`src/rtl/operand_fetch.sv`:
```
`default_nettype none
// ============================================================================
// Module   : operand_fetch
// Purpose  : Scoreboarded operand fetch with a one-entry output stage.
//            Optional writeback bypass: define OPFETCH_WB_BYPASS_EN.
// Revision : 1.0 - initial release
// ============================================================================
module operand_fetch (
  input  logic        clk,
  input  logic        reset,

  input  logic        in_valid,
  output logic        in_ready,
  input  logic [4:0]  in_rs,
  input  logic [4:0]  in_rt,
  input  logic [4:0]  in_rd,
  input  logic        in_use_rs,
  input  logic        in_use_rt,
  input  logic        in_regwrite,

  output logic [4:0]  rf_read_reg1,
  output logic [4:0]  rf_read_reg2,
  input  logic [31:0] rf_read_data1,
  input  logic [31:0] rf_read_data2,

  input  logic        wb_valid,
  input  logic [4:0]  wb_reg,
  input  logic [31:0] wb_data,

  output logic        out_valid,
  input  logic        out_ready,
  output logic [31:0] out_data1,
  output logic [31:0] out_data2,
  output logic [4:0]  out_rd,
  output logic        out_regwrite,

  output logic [31:0] busy_vec
);

  logic [31:0] busy_q;
  logic        byp_rs;
  logic        byp_rt;
  logic        raw_rs;
  logic        raw_rt;
  logic        waw;
  logic        hazard;
  logic        accept;
  logic [31:0] opnd1;
  logic [31:0] opnd2;

  assign busy_vec     = busy_q;
  assign rf_read_reg1 = in_rs;
  assign rf_read_reg2 = in_rt;

`ifdef OPFETCH_WB_BYPASS_EN
  assign byp_rs = wb_valid && (wb_reg == in_rs) && (in_rs != 5'd0);
  assign byp_rt = wb_valid && (wb_reg == in_rt) && (in_rt != 5'd0);
  assign opnd1  = byp_rs ? wb_data : rf_read_data1;
  assign opnd2  = byp_rt ? wb_data : rf_read_data2;
`else
  logic unused_wb_data;
  assign unused_wb_data = ^wb_data;
  assign byp_rs = 1'b0;
  assign byp_rt = 1'b0;
  assign opnd1  = rf_read_data1;
  assign opnd2  = rf_read_data2;
`endif

  // Destination hazard is never bypassed: the older write must retire first.
  assign raw_rs   = in_use_rs && busy_q[in_rs] && !byp_rs;
  assign raw_rt   = in_use_rt && busy_q[in_rt] && !byp_rt;
  assign waw      = in_regwrite && busy_q[in_rd];
  assign hazard   = raw_rs || raw_rt || waw;
  assign in_ready = (!out_valid || out_ready) && !hazard;
  assign accept   = in_valid && in_ready;

  // Bit 0 is only ever written by reset, so register 0 never reads busy.
  always_ff @(posedge clk or posedge reset) begin
    if (reset) begin
      busy_q <= '0;
    end else begin
      for (int i = 1; i < 32; i++) begin
        if (accept && in_regwrite && (in_rd == 5'(i))) begin
          busy_q[i] <= 1'b1;
        end else if (wb_valid && (wb_reg == 5'(i))) begin
          busy_q[i] <= 1'b0;
        end
      end
    end
  end

  always_ff @(posedge clk or posedge reset) begin
    if (reset) begin
      out_valid    <= 1'b0;
      out_data1    <= '0;
      out_data2    <= '0;
      out_rd       <= '0;
      out_regwrite <= 1'b0;
    end else if (accept) begin
      out_valid    <= 1'b1;
      out_data1    <= opnd1;
      out_data2    <= opnd2;
      out_rd       <= in_rd;
      out_regwrite <= in_regwrite;
    end else if (out_ready) begin
      out_valid    <= 1'b0;
    end
  end

endmodule
`default_nettype wire

```
`config.mk`:
```
export PLATFORM = sky130hd
export DESIGN_NAME = operand_fetch
export DESIGN_NICKNAME = d
export VERILOG_FILES = /design/src/rtl/operand_fetch.sv
export SDC_FILE = /design/constraint.sdc
export NUM_CORES = 1
export LEC_CHECK = 0
export CAP_MARGIN = 20
export CORE_ASPECT_RATIO = 1.1
export CORE_MARGIN = 2
export CORE_UTILIZATION = 44
export CTS_CLUSTER_SIZE = 25
export DETAILED_ROUTE_END_ITERATION = 8
export GPL_TIMING_DRIVEN = 0
export HOLD_SLACK_MARGIN = 0.03
export MAX_ROUTING_LAYER = met4
export PLACE_DENSITY = 0.9
export SYNTH_ARGS = -nofsm -noshare
export SYNTH_HDL_FRONTEND = slang
export SYNTH_SLANG_ARGS = --single-unit
```
`constraint.sdc`:
```
create_clock -name clk -period 9.85 [get_ports clk]
set_input_delay 1.97 -clock clk [delete_from_list [all_inputs] [get_ports clk]]
set_output_delay 1.97 -clock clk [all_outputs]
set_load 0.01 [all_outputs]
```
==> results_dict.tcl <==
set metrics [dict create \
    die_h_um 116 \
    routed_wl_um 14300 \
    rsz0062_at_grt "false" \
    postRouteAntennaNets 0 \
    synthArstFlopShare_pct 100 \
    cp_num_buf_inv 3 \
    yosysTopAreaCell "dfrtp_1" \
    fin_total_pwr_mw 1.44 \
    required_ns 7.88 \
    die-area_um2 12200 \
    first_iter_violations 252 \
    min_period_ns 6.57 \
    grt_max_degree 54 \
    p_per_area_nw_per_um2 192 \
    synthTopCellsByArea "dfrtp_1 (51%), mux2_2 (17%), mux4_2 (8.6%), o31ai_1 (4.7%), o21ai_0 (3.1%)" \
    clkSinkCount 102 \
    final_core_utilization_pct 68.4 \
    ys_ff_latch 102 \
    regArea_um2 2550 \
    worst_setup_path_end_kind "output pin" \
    root_buffer "clkbuf_16" \
    max_stage_delay_ns 0.64 \
    area_growth_pct 50.6 \
    port_buffers 197 \
    critPathTopFamily "buffers and inverters" \
    place.gp.congestion 0.920 \
    post_dp_cell_area_um2 7160 \
    use_met2_pct 42.1 \
    critPathKind "in -> out" \
    worstHoldPathType "reg -> reg" \
    crit_fanout 10 \
    synthesis.area_um2 4980 \
    top_usage_layer "met2" \
    combPwrFrac_pct 33.2 \
    start_util_pct 45.4 \
    synth_nets 500 \
    chipWidth_um 105 \
    final-instance-count-excl-fill 737 \
    numCtsBuffers 9 \
    timing.final.crit_share_pct 66.7 \
    overflow 0 \
    use_met3_pct 5.34 \
    drc_errors 0 \
    whs_path_depth 1 \
    leakagePower_nw 3.01 \
    switchingPower_mw 0.402 \
    power_frac_seq_pct 39.9 \
    cp-start-kind "input port" \
    worstPathArrival_ns 4.60 \
    crit_top_cell "clkdlybuf4s50_1" \
    hold_viol_final 0 \
    layout_setup_ws_ns 3.28 \
    slew_headroom_pct 57.6 \
    antenna_found_initial 0 \
    fin_hold_ws_ns 0.504 \
    cp_slowest_cell "clkdlybuf4s50_1" \
    worstPathCellList "clkdlybuf4s50_1 -> clkbuf_1 -> nor2b_1 -> a22oi_1 -> nand4_1 -> a32o_1 -> nor3b_1 -> clkdlybuf4s50_1" \
    cts-resized-gates 0 \
    fin_area_um2 7490 \
    synth_area_per_cell_um2 13.2 \
    sw_frac_of_total_pct 27.9 \
    use_met1_pct 29.3 \
    htree_levels 3 \
    dp_cells 721 \
    cts_setup_buffers 0 \
    avgViaCountPerCell 5.62 \
    fillCellCount 824 \
    post-place-ws_ns 3.30 \
    wl_per_cell_um 19.3 \
    fin_worst_skew_ns 0.00806 \
    synthFlopType "dfrtp_1" \
    drive_gt1_share_pct 24.2 \
    grt_usage_pct 24.9 \
    design.core.area_um2 11000 \
    drv_slew 0 \
    synth_top_area_share_pct 51.3 \
    vias 4143 \
    fmax_ghz 0.152 \
    netlist_instances 376 \
    dr.pass1.iters 4 \
    yosysMostFrequentCell "dfrtp_1" \
    tightest_slew_ns 0.636 \
    diodes 0 \
    netlist-cell-type-count 41 \
    setup_viol 0 \
    clk_latency_ns 0.34 \
    p_int_mw 1.04 \
    synth_seq_area_share_pct 51.3 \
    synth_edf_count 0 \
    grt_pass1_vias 4397 \
    status "finished clean" \
    cts_tree "yes" \
    placementRows 40 \
    crit_cells 8 \
    tns_ns 0 \
    clk_pin_slew_ns 0.07 \
    clkPwrFrac_pct 26.8 \
    nets 709 \
    irDropWorstVdd_v 0.000103 \
    r2r_cells 8 \
    multi_input_area_um2 2170 \
    max_cap_violations 0 \
    yosys_warnings 1 \
    cts-hold-fix-buffers 0 \
    cts_buffer_depth 2 \
    synth_commonest_cells "dfrtp_1 (102), mux2_2 (75), o21ai_0 (31), o31ai_1 (31), mux4_2 (19)" \
    grt_first_pass_wirelength_um 22800 \
    hpwl_um 11000 \
    io_pins 238 \
]
[worst paths after layout]
path | start | end | slack (ns)
worst max-delay path | in_rd[0] | in_ready | 3.28
worst max register to register | busy_vec[29] | out_data1[3] | 6.87
worst min register to register | out_data2[7] | out_data2[7] | 0.50
max in group asynchronous | reset | out_data1[9] | 7.10
min in group asynchronous | reset | out_data1[1] | 2.07
worst min-delay path | out_data2[7] | out_data2[7] | 0.50
[power groups by stage]
stage / clock network, mW / registers, mW / logic [mW]
finish: 0.387 / 0.575 / 0.478
global route: 0.414 / 0.588 / 0.508
CTS: 0.396 / 0.575 / 0.483
detailed placement: 0 / 0.582 / 0.481
global placement: 0 / 0.574 / 0.468
floorplan: 0 / 0.612 / 0.165
[cells by family after synthesis]
logic type | Yosys count | share of synthesized area, %
DFF | 102 | 51.3
muxes | 99 | 26.6
AOI/OAI and AO/OA | 78 | 10.6
and+or+nand+nor | 55 | 6.36
buffers and inverters | 41 | 5.13
other | 1 | 0.0754
[registers in the layout, summed over array words and instances (netlist names)]
| register | cells |
|---|---|
| out_data1 | 32 |
| out_rd | 5 |
| out_data2 | 32 |
| busy_vec | 31 |
| out_valid | 1 |
| out_regwrite | 1 |
[area by class of cell]
type                    instances  share of cell area (%)
plain buffers                  34                    3.06
clock buffers                  10                    3.19
clock inverters                 6                    1.24
inverters                       7                   0.384
multi-input cells             233                    28.9
flip-flops and latches        102                    34.1
well taps                     147                    2.45
repair buffers                198                    26.7
[cell usage in the layout (no fill, tap or decap), drive strengths merged, types with 2 or more instances in the layout]
cell type,n
mux2,75
nand2b,4
o21ai,31
o31ai,32
mux4,19
dfrtp,102
nor2b,10
clkbuf,16
nor3,2
or3b,2
a31oi,3
or3,4
and3b,2
a32o,2
nand3,10
nand2,11
buf,29
bufinv,2
clkdlybuf4s50,197
mux2i,5
inv,8
nand3b,3
nor2,2
nand4,2
clkinvlp,2
[worst reg2reg max path, cell delays in order (launching register included)]
cell     delay (ns)
dfrtp_1        0.43
mux4_2         0.49
a32o_1         0.28
o31a_1         0.24
a32o_1         0.27
nor3_2         0.27
buf_2          0.30
buf_4          0.24
mux2_2         0.36
[layer usage]
| layer | wire (µm) | share of wire [%] |
|---|---|---|
| met5 | 0 | 0 |
| met4 | 372 | 2.6 |
| met3 | 1200 | 8.4 |
| met2 | 7450 | 52 |
| met1 | 5240 | 37 |
No activity file was read; power rests on OpenSTA's default activity.
